--- config.mk ---
export PLATFORM = sky130hd
export DESIGN_NAME = snn_input_loader
export DESIGN_NICKNAME = d
export VERILOG_FILES = /design/src/rtl/snn_input_loader.sv
export SDC_FILE = /design/constraint.sdc
export NUM_CORES = 1
export LEC_CHECK = 0
export ABC_AREA = 0
export CORE_MARGIN = 2
export CORE_UTILIZATION = 51
export DETAILED_ROUTE_END_ITERATION = 12
export MAX_ROUTING_LAYER = met4
export PLACE_DENSITY = 0.84
export REMOVE_ABC_BUFFERS = 1
export SYNTH_ARGS = -nofsm -noshare
export SYNTH_HDL_FRONTEND = slang
export SYNTH_SLANG_ARGS = --single-unit
--- constraint.sdc ---
create_clock -name clk -period 3.24 [get_ports clk]
set_input_delay 0.324 -clock clk [delete_from_list [all_inputs] [get_ports clk]]
set_output_delay 0.324 -clock clk [all_outputs]
set_load 0.03 [all_outputs]
--- src/rtl/snn_input_loader.sv ---
// snn_input_loader: unpacks UART image frames into the 784x1 input-unit RAM, then kicks the SNN core.
// Optional inter-byte timeout resync is built when SNN_LOADER_TIMEOUT_EN is defined.
module snn_input_loader #(
    parameter int unsigned NUM_PIX        = 784,
    parameter logic [19:0] TIMEOUT_CYCLES = 20'd1_000_000
) (
    input  logic       clk,
    input  logic       rst_n,
    input  logic       rx_rdy,
    input  logic [7:0] rx_data,
    output logic       clr_rx_rdy,
    input  logic [9:0] core_addr,
    input  logic       core_done,
    input  logic [3:0] core_digit,
    output logic [9:0] ram_addr,
    output logic       ram_d,
    output logic       ram_we,
    output logic       start,
    output logic       busy,
    output logic [3:0] digit,
    output logic       digit_vld,
    output logic       frame_err
);
    localparam logic [9:0] LAST_PIX = 10'(NUM_PIX - 1);

    typedef enum logic [1:0] {
        WAIT_BYTE,
        SHIFT,
        START,
        WAIT_CORE
    } state_t;

    state_t     state, state_nxt;
    logic [7:0] shreg;
    logic [2:0] bit_cnt;
    logic [9:0] pix_cnt;
    logic       timeout;

    always_ff @(posedge clk or negedge rst_n) begin
        if (!rst_n) begin
            state <= WAIT_BYTE;
        end else begin
            state <= state_nxt;
        end
    end

    always_comb begin
        state_nxt  = state;
        clr_rx_rdy = 1'b0;
        ram_we     = 1'b0;
        ram_d      = 1'b0;
        ram_addr   = pix_cnt;
        start      = 1'b0;
        case (state)
            WAIT_BYTE: begin
                // gated by rst_n so the strobe stays low while reset is held
                if (rx_rdy && rst_n) begin
                    clr_rx_rdy = 1'b1;
                    state_nxt  = SHIFT;
                end
            end
            SHIFT: begin
                ram_we = 1'b1;
                ram_d  = shreg[0];
                if (bit_cnt == 3'd7) begin
                    state_nxt = (pix_cnt == LAST_PIX) ? START : WAIT_BYTE;
                end
            end
            START: begin
                start     = 1'b1;
                ram_addr  = core_addr;
                state_nxt = WAIT_CORE;
            end
            WAIT_CORE: begin
                ram_addr = core_addr;
                if (core_done) begin
                    state_nxt = WAIT_BYTE;
                end
            end
            default: state_nxt = WAIT_BYTE;
        endcase
    end

    always_ff @(posedge clk or negedge rst_n) begin
        if (!rst_n) begin
            shreg     <= '0;
            bit_cnt   <= '0;
            pix_cnt   <= '0;
            busy      <= 1'b0;
            digit     <= '0;
            digit_vld <= 1'b0;
        end else begin
            digit_vld <= 1'b0;
            case (state)
                WAIT_BYTE: begin
                    if (clr_rx_rdy) begin
                        shreg   <= rx_data;
                        bit_cnt <= '0;
                        busy    <= 1'b1;
                    end else if (timeout) begin
                        pix_cnt <= '0;
                        busy    <= 1'b0;
                    end
                end
                SHIFT: begin
                    shreg   <= {1'b0, shreg[7:1]};
                    pix_cnt <= pix_cnt + 10'd1;
                    bit_cnt <= bit_cnt + 3'd1;
                end
                START: begin
                    pix_cnt <= '0;
                end
                WAIT_CORE: begin
                    if (core_done) begin
                        digit     <= core_digit;
                        digit_vld <= 1'b1;
                        busy      <= 1'b0;
                    end
                end
                default: ;
            endcase
        end
    end

`ifdef SNN_LOADER_TIMEOUT_EN
    logic [19:0] gap_cnt;
    logic        gap_run;

    assign gap_run = (state == WAIT_BYTE) && !clr_rx_rdy && (pix_cnt != '0);
    assign timeout = gap_run && (gap_cnt == TIMEOUT_CYCLES - 20'd1);

    always_ff @(posedge clk or negedge rst_n) begin
        if (!rst_n) begin
            gap_cnt   <= '0;
            frame_err <= 1'b0;
        end else begin
            frame_err <= timeout;
            if (gap_run && !timeout) begin
                gap_cnt <= gap_cnt + 20'd1;
            end else begin
                gap_cnt <= '0;
            end
        end
    end
`else
    logic unused_timeout;

    assign timeout        = 1'b0;
    assign frame_err      = 1'b0;
    assign unused_timeout = ^TIMEOUT_CYCLES;
`endif

endmodule
; ---- Yosys cells after proc, flatten, opt, wreduce, memory -nomap -nowiden
; Cells that the tools add are included.
[classes]
addsub = 2
n_eq_ne = 9
muxes = 21
reduce_logical = 10
[op_table]
columns = operator, n
row1 = case mux 10 bit (2 select lines), 1
row2 = case mux 8 bit (2 select lines), 1
row3 = adder 10 x 1 -> 10 bit (second input constant), 1
row4 = == test 10 bit (second input constant), 1
row5 = two-way mux 10 bit, 1
row6 = two-way mux 1 bit, 9
row7 = two-way mux 2 bit, 4
row8 = two-way mux 8 bit, 1
row9 = != test 2 bit (second input constant), 4
row10 = case mux 2 bit (4 select lines), 1
row11 = case mux 3 bit (2 select lines), 1
row12 = AND reduction 3 bit, 2
row13 = nonzero test 2 bit, 3
row14 = == test 2 bit (second input constant), 2
row15 = AND reduction 2 bit, 2
row16 = adder 3 x 1 -> 3 bit (second input constant), 1
row17 = == test 3 bit (second input constant), 1
row18 = two-way mux 3 bit, 1
row19 = == test 2 x 1 -> 1 bit (second input constant), 1
row20 = logical NOT 2 bit, 1
row21 = case mux 1 bit (2 select lines), 1
row22 = OR reduction 2 bit, 1
row23 = logical AND 1 bit, 1
[totals]
regBits = 29
word_cells = 49

; ---- Logic depth before layout (Yosys ltp)
[logic_depth]
depth_word = 5
ltp_mapped = 7

; ---- Worst setup path before layout
; No wires, ideal clock.
[synth_timing]
path_kind = reg2reg
start = reg (tool-made name)
end = reg shreg[4]
t_arrival_ps = 1943
required_ps = 3112
slack_ps = 1169
path_stages_with_launch = 7
n_path_buf = 2
cell_sequence = dfrtp_1 inv_1 ha_1 buf_2 clkbuf_1 mux2_2 mux2_1
[synth_lines]
columns = item, line
row1 = to (signal assigned), 97  ; shreg <= rx_data;
row2 = to (signal assigned), 106  ; shreg <= {1'b0, shreg[7:1]};
row3 = to (decl), 34  ; logic [7:0] shreg;

; ---- Final worst setup path
[layout_timing]
start = reg state[0]
end = out ram_addr[9]
[layout_via]
elab_chain_cells = 3
elab_cells_between_ends = 4
classes_between = eq/ne (2) / mux (1) / reduce/logical (1)
[layout_rtl]
columns = item, line
row1 = from (decl), 33  ; state_t state, state_nxt;
row2 = from (signal assigned), 43  ; state <= state_nxt;
row3 = == test 2 bit, 54  ; case (state)
row4 = OR reduction 2 bit (no line) *, --
row5 = two-way mux 10 bit *, 54
row6 = to (decl), 15  ; output logic [9:0] ram_addr,
; Mark *: on every way between the ends. The rest lies on a longest branch, timed or not.

==> results.py <==
metrics = {
    "route": {
        "wire_per_inst_um": 14.8,
        "drt-initial-drc-count": 69,
        "drtAntennaViolNets": 0,
        "routed_wl_um": 3550,
        "dr.pass1.iters": 5,
        "post_drt_via_cell_ratio": 5.57,
        "route.vias.total": 1337,
        "drc_errors": 0,
    },
    "worst_setup_path": {
        "path_delay_family": "buffers and inverters",
        "crit_chain": "inv_1, ha_1, nor2_2, mux2_2, clkdlybuf4s50_1",
        "worstPathRequired_ns": 2.92,
        "path_max_fanout": 10,
        "crit_buf_inv": 2,
        "crit_slowest_cell": "clkdlybuf4s50_1",
        "worstSetupStartpointType": "flop",
        "cp_slowest_stage_delay_ns": 0.59,
        "cp.arrival_ns": 2.60,
        "path_class": "flop to primary output",
        "critPathCaptureType": "primary output",
    },
    "sta": {
        "layout_min_cycle_time_ns": 2.93,
        "finalSetupViolCount": 0,
        "worstMarginPinSlew_ns": 0.517,
        "slew_viol_final": 0,
        "relSlewSlack": 0.655,
        "rsz0062_at_grt": "false",
        "post-route-period-util": 0.903,
        "fmax_mhz": 342,
        "fin_ws_ns": 0.314,
        "fin_setup_tns_ns": 0,
        "finClkSkew_ns": 0.00915,
        "hold_viol_final": 0,
    },
    "grt": {
        "antenna_found_initial": 0,
        "gr-total-overflow": 0,
        "grtUsageTotal": 0.222,
        "grt_max_degree": 31,
        "grt_first_pass_wirelength_um": 5690,
        "grt_pass1_vias": 1301,
    },
    "synth": {
        "synth_seq_cells": 29,
        "yosysUniqueCellTypes": 37,
        "ys_async_sr_fraction": 1.00,
        "ys_top_cells_by_area": "dfrtp_1, mux2_2, mux2_1, ha_1, o21ai_0",
        "synth_edf_count": 0,
        "yosysTopAreaCell": "dfrtp_1",
        "ys_seq_area_frac": 0.444,
        "avgSynthCellArea_um2": 11.0,
        "yosysMostFrequentCell": "dfrtp_1",
        "yosysWarnings": 0,
        "synth_top_cells_by_count": "dfrtp_1, mux2_2, mux2_1",
        "synth_area_um2": 1630,
        "ys.flop_type": "dfrtp_1",
        "yosysTopAreaCellShare": 0.444,
        "synthCells": 148,
    },
    "floorplan": {
        "start_util": 0.535,
        "fp.dieH_um": 60.6,
        "core-area_um2": 3050,
        "rows": 20,
        "ios": 47,
        "die_w_um": 60.6,
        "die_area_um2": 3670,
    },
    "cells_and_area": {
        "final_layout_size_suffix_gt1_frac": 0.163,
        "antennaDiodeCount": 0,
        "area_growth_pct": 33.9,
        "nets": 228,
        "num-fill-cells": 245,
        "fin_util": 0.716,
    },
    "place": {
        "place.gp.congestion": 0.871,
        "dp_hpwl_um": 2700,
        "io_buffer_count": 45,
        "place_ws_ns": 0.650,
    },
    "power": {
        "leakage_nw": 0.960,
        "ir_drop_uv": 456,
        "p_total_w": 0.00163,
        "power.density_nw_per_um2": 743,
    },
    "clock_network": {
        "clk_latency_ns": 0.34,
        "clockBufferDepth": 2,
        "ctsHoldBuffers": 0,
        "h-tree-depth": 2,
        "cts_sinks": 29,
        "cts_tree": "yes",
        "cts_buffers": 5,
        "cts_setup_buffers": 0,
        "cts-resized-gates": 0,
        "root_buffer": "clkbuf_4",
        "path_clk_slew_ns": 0.09,
    },
    "min_path": {
        "hold_path.class": "primary input to asynchronous set/reset pin",
    },
    "run_status": {
        "status": "finished, final reports clean",
    },
    "run": {
        "drv_cap": 0,
    },
}
-- report_power, final --
group | internal (W) | switching (W)
registers | 0.000480 | 0.000110
clock network | 0.000126 | 0.000129
logic | 0.000379 | 0.000402
-- cell type report --
type                    instances  area, um^2  area share
flip-flops and latches         29         726       0.332
clock inverters                 1        5.00     0.00229
repair buffers                 47         465       0.213
clock buffers                   7        65.1      0.0297
inverters                       8        30.0      0.0137
multi-input cells             104         841       0.384
well taps                      44        55.1      0.0252
-- routing by layer --
metal / track usage / share of wire
met1: 0.226 / 0.39
met4: 0.0932 / 0.022
met2: 0.393 / 0.52
met3: 0.0640 / 0.066
met5: - / 0
-- per-stage QoR --
stage	instance area, um^2	cells	hold WS (ns)
4_1_cts	2190	240	0.419
6_report	2190	240	0.404
2_1_floorplan	1600	141	0.0284
5_1_grt	2190	240	0.425
3_5_place_dp	2120	232	0.468
3_3_place_gp	2120	232	0.462
-- state kept, by name, summed over array words and instances (netlist names), named ones only --
signal and cells:
bit_cnt 3, busy 1, digit 4, digit_vld 1, pix_cnt 10, shreg 8, state 1
-- cells in the final DEF (no fill, tap or decap), types with 2 or more instances in the layout --
| cell type | Yosys | final |
|---|---|---|
| a21oi_1 | 6 | 6 |
| a32o_1 | 2 | 2 |
| buf_4 | 1 | 2 |
| clkbuf_4 | 0 | 5 |
| clkbuf_8 | 0 | 2 |
| clkdlybuf4s50_1 | 0 | 45 |
| dfrtp_1 | 29 | 29 |
| ha_1 | 7 | 7 |
| inv_1 | 8 | 8 |
| mux2_1 | 11 | 11 |
| mux2_2 | 18 | 18 |
| mux2i_1 | 3 | 3 |
| nand2_1 | 8 | 8 |
| nand2b_1 | 4 | 4 |
| nand3_1 | 7 | 7 |
| nand4_1 | 3 | 3 |
| nor2b_1 | 2 | 2 |
| o21ai_0 | 8 | 8 |
| o31ai_1 | 2 | 2 |
| or3_1 | 3 | 3 |
| or4_1 | 3 | 3 |
-- worst paths after layout --
kind                       slack, ns  cells after the start     endpoint      from
setup / recovery                0.31                      5  ram_addr[9]  state[0]
hold / removal                  0.40                      2    digit_vld     rst_n
setup reg to reg                1.30                      5     shreg[6]      flop
hold reg to reg                 0.49                      1     shreg[5]  shreg[5]
max in group asynchronous       2.55                      2   pix_cnt[1]     rst_n
min in group clk                0.49                      1     shreg[5]  shreg[5]
-- cells by family (layout without fill, tap and decap cells) --
logic type | Yosys count | after routing | synth area share
other cells | 1 | 1 | 0.00230
flops | 29 | 29 | 0.444
mux | 32 | 32 | 0.218
compound gates | 24 | 24 | 0.0927
fa+ha+maj | 7 | 7 | 0.0536
simple gates | 40 | 40 | 0.148
buf+inv | 15 | 63 | 0.0406
(Power assumes the default switching activity.)
